$ cat src/rtl/mem_arb.sv
// mem_arb: round-robin arbiter that grants CLIENT_CNT requesters, one at a time,
// onto a single downstream memory port, with a sticky watchdog on long grants.
module mem_arb #(
  parameter int M_WIDTH    = 8,
  parameter int CLIENT_CNT = 4,
  parameter int TIMEOUT    = 15
) (
  input  logic                             clk,
  input  logic                             rst,
  input  logic [CLIENT_CNT-1:0]            requests,
  input  logic [CLIENT_CNT*M_WIDTH-1:0]    client_addrs_packed,
  input  logic [CLIENT_CNT-1:0]            client_wes,
  input  logic [2*CLIENT_CNT-1:0]          client_data_widths_packed,
  input  logic [CLIENT_CNT*M_WIDTH-1:0]    client_data_outs_packed,
  output logic [CLIENT_CNT*M_WIDTH-1:0]    client_data_ins_packed,
  output logic [CLIENT_CNT-1:0]            client_readies,
  output logic                             mem_req,
  output logic                             mem_we,
  output logic [M_WIDTH-1:0]               mem_addr,
  output logic [M_WIDTH-1:0]               mem_data_out,
  output logic [1:0]                       mem_width,
  input  logic [M_WIDTH-1:0]               mem_data_in,
  input  logic                             mem_ready,
  output logic [$clog2(CLIENT_CNT)-1:0]    owner,
  output logic                             timeout_err
);

  localparam int IW = $clog2(CLIENT_CNT);
  localparam logic [4:0] TIMEOUT_CMP = 5'(TIMEOUT);

  typedef enum logic [1:0] {IDLE, GRANT, DONE} state_t;

  state_t              state_reg, state_next;
  logic [IW-1:0]       owner_reg, last_reg, pick, cand;
  logic                found;
  logic [M_WIDTH-1:0]  addr_reg, data_reg;
  logic                we_reg;
  logic [1:0]          width_reg;
  logic [3:0]          cnt_reg;
  logic                err_reg;
  logic                start, complete;

  assign start    = (state_reg == IDLE) && (|requests);
  assign complete = (state_reg == GRANT) && mem_ready;

  // Scan upward from last+1; index arithmetic wraps because CLIENT_CNT is a power of two.
  always_comb begin
    pick  = last_reg;
    cand  = '0;
    found = 1'b0;
    for (int k = 1; k <= CLIENT_CNT; k++) begin
      cand = last_reg + IW'(k);
      if (!found && requests[cand]) begin
        pick  = cand;
        found = 1'b1;
      end
    end
  end

  always_ff @(posedge clk or negedge rst) begin
    if (!rst) state_reg <= IDLE;
    else      state_reg <= state_next;
  end

  always_comb begin
    state_next = state_reg;
    case (state_reg)
      IDLE:    if (start) state_next = GRANT;
      GRANT:   if (mem_ready) state_next = DONE;
      DONE:    if (!requests[owner_reg]) state_next = IDLE;
      default: state_next = IDLE;
    endcase
  end

  always_comb begin
    mem_req        = 1'b0;
    client_readies = '0;
    case (state_reg)
      GRANT:   mem_req = 1'b1;
      DONE:    client_readies[owner_reg] = requests[owner_reg];
      default: ;
    endcase
  end

  assign mem_addr     = addr_reg;
  assign mem_data_out = data_reg;
  assign mem_we       = we_reg;
  assign mem_width    = width_reg;
  assign owner        = owner_reg;
  assign timeout_err  = err_reg;

  always_ff @(posedge clk or negedge rst) begin
    if (!rst) begin
      owner_reg <= '0;
      last_reg  <= '0;
      addr_reg  <= '0;
      data_reg  <= '0;
      we_reg    <= 1'b0;
      width_reg <= '0;
      cnt_reg   <= '0;
      err_reg   <= 1'b0;
    end else begin
      if (start) begin
        owner_reg <= pick;
        addr_reg  <= client_addrs_packed[pick*M_WIDTH +: M_WIDTH];
        data_reg  <= client_data_outs_packed[pick*M_WIDTH +: M_WIDTH];
        we_reg    <= client_wes[pick];
        width_reg <= client_data_widths_packed[pick*2 +: 2];
        cnt_reg   <= '0;
      end
      // Saturated counter never reaches values above 15, so the flag cannot fire there.
      if (state_reg == GRANT && !mem_ready && cnt_reg != 4'hF) begin
        cnt_reg <= cnt_reg + 4'd1;
        if (({1'b0, cnt_reg} + 5'd1) == TIMEOUT_CMP) err_reg <= 1'b1;
      end
      if (state_reg == DONE && !requests[owner_reg]) last_reg <= owner_reg;
    end
  end

  genvar gi;
  generate
    for (gi = 0; gi < CLIENT_CNT; gi++) begin : g_slice
      logic [M_WIDTH-1:0] slice_reg;
      always_ff @(posedge clk or negedge rst) begin
        if (!rst)                                   slice_reg <= '0;
        else if (complete && owner_reg == IW'(gi))  slice_reg <= mem_data_in;
      end
      assign client_data_ins_packed[gi*M_WIDTH +: M_WIDTH] = slice_reg;
    end
  endgenerate

endmodule

$ cat config.mk
export PLATFORM = sky130hd
export DESIGN_NAME = mem_arb
export DESIGN_NICKNAME = d
export VERILOG_FILES = /design/src/rtl/mem_arb.sv
export SDC_FILE = /design/constraint.sdc
export NUM_CORES = 1
export LEC_CHECK = 0
export CORE_MARGIN = 2
export CORE_UTILIZATION = 30
export DETAILED_ROUTE_END_ITERATION = 10
export PLACE_DENSITY_LB_ADDON = 0.05
export SKIP_CTS_REPAIR_TIMING = 1
export SLEW_MARGIN = 10
export SYNTH_ARGS = -nofsm -noshare
export SYNTH_HDL_FRONTEND = slang
export SYNTH_SLANG_ARGS = --single-unit
$ cat constraint.sdc
create_clock -name clk -period 2.7 [get_ports clk]
set_clock_uncertainty 0.2 [all_clocks]
set_input_delay 0.27 -clock clk [delete_from_list [all_inputs] [get_ports clk]]
set_output_delay 0.27 -clock clk [all_outputs]
set_load 0.01 [all_outputs]
==> out/results.tsv, run 1 <==
stage	metric	value	unit
cells_and_area	Multi-input gate area	1500	um2
worst_setup_path	crit start category	primary input	
routing	drt drc	0	
clock_network	CTS Buf Count	9	
sta	final setup fails	0	
worst_setup_path	crit path DAT	2110	ps
clock_network	worst skew pair latency	340	ps
cells_and_area	Inserted Diodes	0	
synthesis	cell area after synthesis	3130	um2
synthesis	Synth Instances	290	
synthesis	post-synth top area share	0.495	
sta	fin crit period	2580	ps
routing	WL per Instance	16.2	um
synthesis	list of most frequent post-synthesis cells	62 x dfrtp_1, 37 x a211oi_1, 33 x mux2_2	
cells_and_area	share of cells above drive strength 1	0.156	
floorplan	DIE AREA	11300	um2
synthesis	Synth area leaders	dfrtp_1 50%, mux2_2 12%, a211oi_1 8.9%	
global_routing	grt peak-use layer	met2	
worst_setup_path	Crit path largest cell delay	570	ps
sta	worst setup slack after layout	123	ps
cells_and_area	Final Util	0.493	
floorplan	Core ar.	10200	um2
floorplan	Die W	106	um
sta	Final Hold Viols	0	
cells_and_area	number of flip-flops in the largest register	32	
global_routing	vias in the first global route	2932	
place	Placed Area	4850	um2
floorplan	num ports	150	
clock_network	CTS tree	done	
floorplan	Starting Density	0.306	
global_routing	met2 usage	0.292	
worst_setup_path	Critical Path Slowest Stage Cell	clkdlybuf4s50_1	
routing	DR iter-0 viols	61	
synthesis	most area-hungry cell type in the Yosys netlist	dfrtp_1	
floorplan	die height	106	um
place	dpl hpwl	6.93	mm
cells_and_area	Layout Cells excl Fill	592	
sta	RSZ-0062 raised after global routing	false	
power_and_ir_drop	Power Total	5.26	mW
synthesis	ys async rst share	1.00	
global_routing	initial antenna violation count	0	
sta	Total Neg Setup Slack	0	ps
routing	via count	2845	
place	pre-CTS setup slack	83.3	ps
cells_and_area	Final #Nets	544	
global_routing	largest net degree at the start of global routing	42	
sta	worst slew pin tran	850	ps
clock_network	H-Tree Depth	3	
place	routability congestion estimate	0.810	
outcome	outcome	completed	
power_and_ir_drop	worst vdd ir	0.000469	V
worst_setup_path	crit path cell chain	clkdlybuf4s50_1, mux4_2, nand3b_1, nor3_1, clkdlybuf4s50_1	
routing	vias per cell	4.81	
cells_and_area	area grow syn2layout	61.0	%
worst_setup_path	Most common cell on crit path	clkdlybuf4s50_1	
floorplan	Cell Rows	37	
clock_network	clk slew on worst S/H paths	80	ps
worst_setup_path	CP Max Fanout	6	
global_routing	GRT Resource Usage Total	0.177	
power_and_ir_drop	Leakage Power	2.10	nW
global_routing	GRT met1 Usage	0.221	
cells_and_area	final instance area	5050	um2
global_routing	first-pass GRT wire length	15.5	mm
synthesis	Yosys cell types	37	
synthesis	synth warn	0	
worst_setup_path	WS Path Type	in2out	
clock_network	CTS root buf	clkbuf_8	
sta	Hold Slack	256	ps
sta	max frequency	0.388	GHz
sta	relative slew slack	0.433	
global_routing	grt ovf	0	
worst_setup_path	Critical Path Sink Type	primary output	
clock_network	Sink Count	62	
synthesis	top-count cell post-synth	dfrtp_1	
worst_hold_path	Hold Crit Class	in2async	
power_and_ir_drop	P per Cell Area	1040	nW/um2
routing	drt pass-1 iters	5	
synthesis	Main synth FF type	dfrtp_1	
sta	fin crit share	0.954	
synthesis	mean post-synth cell area	10.8	um2
cells_and_area	Sequential Area	1550	um2
global_routing	met3 Resource Use GR	0.0582	
place	Cells after DPL	575	
synthesis	part of the Yosys area used for sequential elements	0.495	
worst_setup_path	Critical Path RT	2230	ps
synthesis	Synth Net Count	383	
run	MaxCap Viol Count	0	
place	I/O Buffers	149	
routing	remaining antenna violation count after routing	0	
cells_and_area	fill count	1008	
synthesis	#FFs+latches synth	62	
routing	final wirelength	9.59	mm
sta	fin. max-slew vios	0	
synthesis	EDFF count, synth	0	
clock_network	Clock Path Buffers	2	
critical path: cells and delay by family:
family	cells	cell delay, ps
buf+inv	2	1130
mux	1	290
simple gates	2	420
worst paths after layout:
kind	start	end	slack, ps	cells after the start
setup / recovery	requests[2]	client_readies[0]	120	5
setup reg to reg	last_reg[0]	mem_data_out[5]	370	5
max in group asynchronous	rst	mem_addr[3]	1410	3
hold / removal	rst	cnt_reg[1]	260	2
min in group clk	timeout_err	timeout_err	280	1
hold reg to reg	timeout_err	timeout_err	280	1
placed cells by master, fill, tap and decap left out, types with 2 or more instances in the layout:
| master | netlist | routed |
|---|---|---|
| clkdlybuf4s50_1 | 0 | 148 |
| dfrtp_1 | 62 | 61 |
| a211oi_1 | 37 | 37 |
| mux2_2 | 33 | 33 |
| nor2_1 | 29 | 29 |
| nand2_1 | 28 | 28 |
| mux2i_1 | 21 | 21 |
| nor3_1 | 19 | 19 |
| buf_4 | 2 | 12 |
| clkbuf_8 | 0 | 9 |
| nand3_1 | 6 | 6 |
| nand2b_1 | 5 | 5 |
| o21ai_0 | 5 | 5 |
| inv_1 | 4 | 4 |
| inv_6 | 0 | 3 |
| nor2b_1 | 2 | 2 |
| nand3b_1 | 2 | 2 |
| or3_1 | 2 | 2 |
| a21oi_2 | 2 | 2 |
| ha_1 | 2 | 2 |
| clkinvlp_4 | 0 | 2 |
| buf_12 | 0 | 2 |
power breakdown:
part,switching (mW),internal [mW]
Combinational,1.27,1.53
Sequential,0.296,1.38
Clock,0.426,0.350
Total,1.99,3.26
final cells by class:
class                           instances  area share
Clock inverter                          7      0.0121
Tap cell                              136      0.0337
Inverter                                4     0.00297
Clock buffer                            9      0.0245
Multi-Input combinational cell        210       0.297
Timing Repair Buffer                  164       0.322
Sequential cell                        62       0.308
per-layer routing:
| metal | vias up | share of wire |
|---|---|---|
| met5 | - | 0 |
| met4 | 0 | 0.012 |
| met3 | 10 | 0.065 |
| met2 | 85 | 0.49 |
| met1 | 1368 | 0.43 |
| li1 | 1382 | - |
cells by family (layout without fill, tap and decap cells):
kind of cell,after synthesis,in the layout,share of synthesized area
mux,55,55,0.193
compound gates,55,55,0.131
simple gates,96,96,0.137
buf+inv,18,184,0.0299
flops,62,62,0.495
xor+xnor,2,2,0.00559
fa+ha+maj,2,2,0.00798
Power figures use the tool's default switching activity.
==> run 2, diff against run 1 <==
--- a/config.mk
+++ b/config.mk
@@ -5,6 +5,7 @@
 export SDC_FILE = /design/constraint.sdc
 export NUM_CORES = 1
 export LEC_CHECK = 0
+export ABC_CLOCK_PERIOD_IN_PS = 2700
 export CORE_MARGIN = 2
 export CORE_UTILIZATION = 30
 export DETAILED_ROUTE_END_ITERATION = 10
==> results of run 2 <==
Same layout as run 1: the final DEF is identical, and so are final timing and power.
==> run 3, diff against run 2 <==
--- a/config.mk
+++ b/config.mk
@@ -5,7 +5,7 @@
 export SDC_FILE = /design/constraint.sdc
 export NUM_CORES = 1
 export LEC_CHECK = 0
-export ABC_CLOCK_PERIOD_IN_PS = 2700
+export ABC_CLOCK_PERIOD_IN_PS = 2300
 export CORE_MARGIN = 2
 export CORE_UTILIZATION = 30
 export DETAILED_ROUTE_END_ITERATION = 10
==> constraint.sdc (replaced) <==
create_clock -name clk -period 2.3 [get_ports clk]
set_clock_uncertainty 0.2 [all_clocks]
set_input_delay 0.23 -clock clk [delete_from_list [all_inputs] [get_ports clk]]
set_output_delay 0.23 -clock clk [all_outputs]
set_load 0.01 [all_outputs]
==> out/results.tsv, run 3 (synthesized netlist as in run 1, its figures left out) <==
stage	metric	value	unit	change
worst_hold_path	Hold Crit Class	in2async		
worst_setup_path	crit start category	register		
global_routing	first-pass GRT wire length	15.8	mm	+2.0%
power_and_ir_drop	Net Sw Frac	0.378		-0.00199
place	routability congestion estimate	0.813		+0.35%
worst_setup_path	register-to-register setup slack	260	ps	-110 ps
worst_setup_path	crit path to	client_readies[3]		
sta	final setup fails	0		unchanged
floorplan	DIE AREA	11300	um2	unchanged
routing	via count	2911		+2.3%
power_and_ir_drop	Gate power share	0.549		+0.015
floorplan	Starting Density	0.306		unchanged
cells_and_area	Layout Cells excl Fill	609		+2.9%
global_routing	initial antenna violation count	0		unchanged
place	pre-CTS setup slack	-282	ps	-366 ps
sta	RSZ-0062 raised after global routing	false		
sta	fin crit period	2180	ps	
clock_network	clk slew on worst S/H paths	80	ps	about the same
routing	WL per Instance	16.0	um	-1.4%
place	I/O Buffers	149		unchanged
worst_setup_path	crit path DAT	1750	ps	-360 ps
cells_and_area	most frequent cells in the layout	144 x clkdlybuf4s50_1, 62 x dfrtp_1, 37 x a211oi_1		
cells_and_area	Final Util	0.508		+0.0149
floorplan	num ports	150		unchanged
sta	fin. max-slew vios	0		unchanged
routing	DR iter-0 viols	67		+9.8%
power_and_ir_drop	worst vdd ir	0.000594	V	+27%
place	Cells after DPL	590		+2.6%
global_routing	vias in the first global route	3015		+2.8%
floorplan	die height	106	um	unchanged
global_routing	largest net degree at the start of global routing	27		-36%
place	dpl hpwl	7.16	mm	+3.4%
worst_setup_path	reg-to-reg endpoint	last_reg[1]		
sta	Final Hold Viols	0		unchanged
routing	final wirelength	9.73	mm	+1.5%
clock_network	Clock Path Buffers	2		unchanged
global_routing	GRT Resource Usage Total	0.181		+0.00414
sta	worst slew pin tran	488	ps	-362 ps
worst_setup_path	Critical Path Sink Type	primary output		
clock_network	CTS Buf Count	9		unchanged
cells_and_area	area grow syn2layout	65.9	%	
routing	vias per cell	4.78		-0.54%
clock_network	worst skew pair latency	340	ps	about the same
clock_network	H-Tree Depth	3		unchanged
cells_and_area	Inserted Diodes	0		unchanged
power_and_ir_drop	Internal	3.94	mW	+21%
sta	max frequency	0.458	GHz	
worst_setup_path	R2R cell count	4		-1
clock_network	CTS tree	done		
power_and_ir_drop	register share of total power	0.306		-0.012
floorplan	Die W	106	um	unchanged
outcome	outcome	completed		
power_and_ir_drop	P per Cell Area	1220	nW/um2	+17%
worst_setup_path	Critical Path RT	1870	ps	-360 ps
clock_network	Sink Count	62		unchanged
cells_and_area	number of flip-flops in the largest register	32		unchanged
sta	worst setup slack after layout	118	ps	-4.74 ps
routing	remaining antenna violation count after routing	0		unchanged
place	Placed Area	4980	um2	+2.6%
power_and_ir_drop	Power Total	6.34	mW	+21%
power_and_ir_drop	Clock power frac	0.145		-0.003
power_and_ir_drop	Sw Pwr	2.39	mW	+20%
run	MaxCap Viol Count	0		unchanged
cells_and_area	share of cells above drive strength 1	0.184		+0.0282
worst_setup_path	WS Path Type	reg2out		
sta	fin crit share	0.949		
floorplan	Core ar.	10200	um2	unchanged
sta	relative slew slack	0.674		+0.241
cells_and_area	final instance area	5200	um2	+3.0%
cells_and_area	Final #Nets	561		+3.1%
clock_network	CTS root buf	clkbuf_8		
cells_and_area	most common cell after layout, fill and taps aside	clkdlybuf4s50_1		
routing	drt pass-1 iters	4		-1
worst_setup_path	worst r2r src	owner[1]		
routing	drt drc	0		unchanged
worst_setup_path	Critical path origin	owner[1]		
global_routing	grt ovf	0		unchanged
power_and_ir_drop	Leakage Power	2.27	nW	+8.0%
worst_setup_path	CP Max Fanout	4		-2
floorplan	Cell Rows	37		unchanged
## run 3: cell types whose count changed in the layout (fill, tap and decap cells not counted), moves of 2 or more
cell             previous run  this run
inv_6                       3         5
dlymetal6s2s_1              0         4
buf_4                      12        28
clkdlybuf4s50_1           148       144
## run 3: routing by layer
layer | up-vias | GRT usage | wire length (um)
met4 | 0 | 0.0573 | 156
li1 | 1426 | - | -
met3 | 13 | 0.0601 | 613
met1 | 1386 | 0.231 | 4270
met5 | - | 0 | 0
met2 | 86 | 0.290 | 4690
## run 3: worst max-delay path, stage by stage (launching register included)
cell,delay [ps]
dfrtp_1,400
mux4_2,530
nand3b_1,120
buf_4,140
nor2_1,50
dlymetal6s2s_1,160
## run 3: area by class of cell
cell class	count	area [um2]
Sequential cell	62	1550
Clock inverter	7	60.1
Multi-Input combinational cell	210	1500
Inverter	4	15.0
Timing Repair Buffer	181	1780
Clock buffer	9	124
Fill cell	967	5030
Tap cell	136	170
## run 3: power by group through the flow
stage | clock, mW | combinational, mW | sequential [mW]
after detailed placement | 0 | 3.51 | 1.95
final | 0.919 | 3.48 | 1.94
after global placement | 0 | 3.48 | 1.94
after global routing | 0.998 | 3.79 | 2.02
after CTS | 0.958 | 3.51 | 1.94
after floorplan | 0 | 1.53 | 2.13
## run 3: worst min path at each step
stage	to	cells after the start	startpoint
final	cnt_reg[2]	2	rst
after global routing	cnt_reg[2]	2	rst
after CTS	cnt_reg[2]	1	rst
after detailed placement	cnt_reg[2]	1	rst
after global placement	cnt_reg[3]	1	rst
after floorplan	cnt_reg[0]	0	rst
## run 3: metrics by stage
step                hold slack (ps)  TNS (ps)
finish                          127         0
global route                    150         0
CTS                            -409     -1020
detailed placement            -22.5     -5150
global placement              -14.1     -4740
floorplan                      -266         0
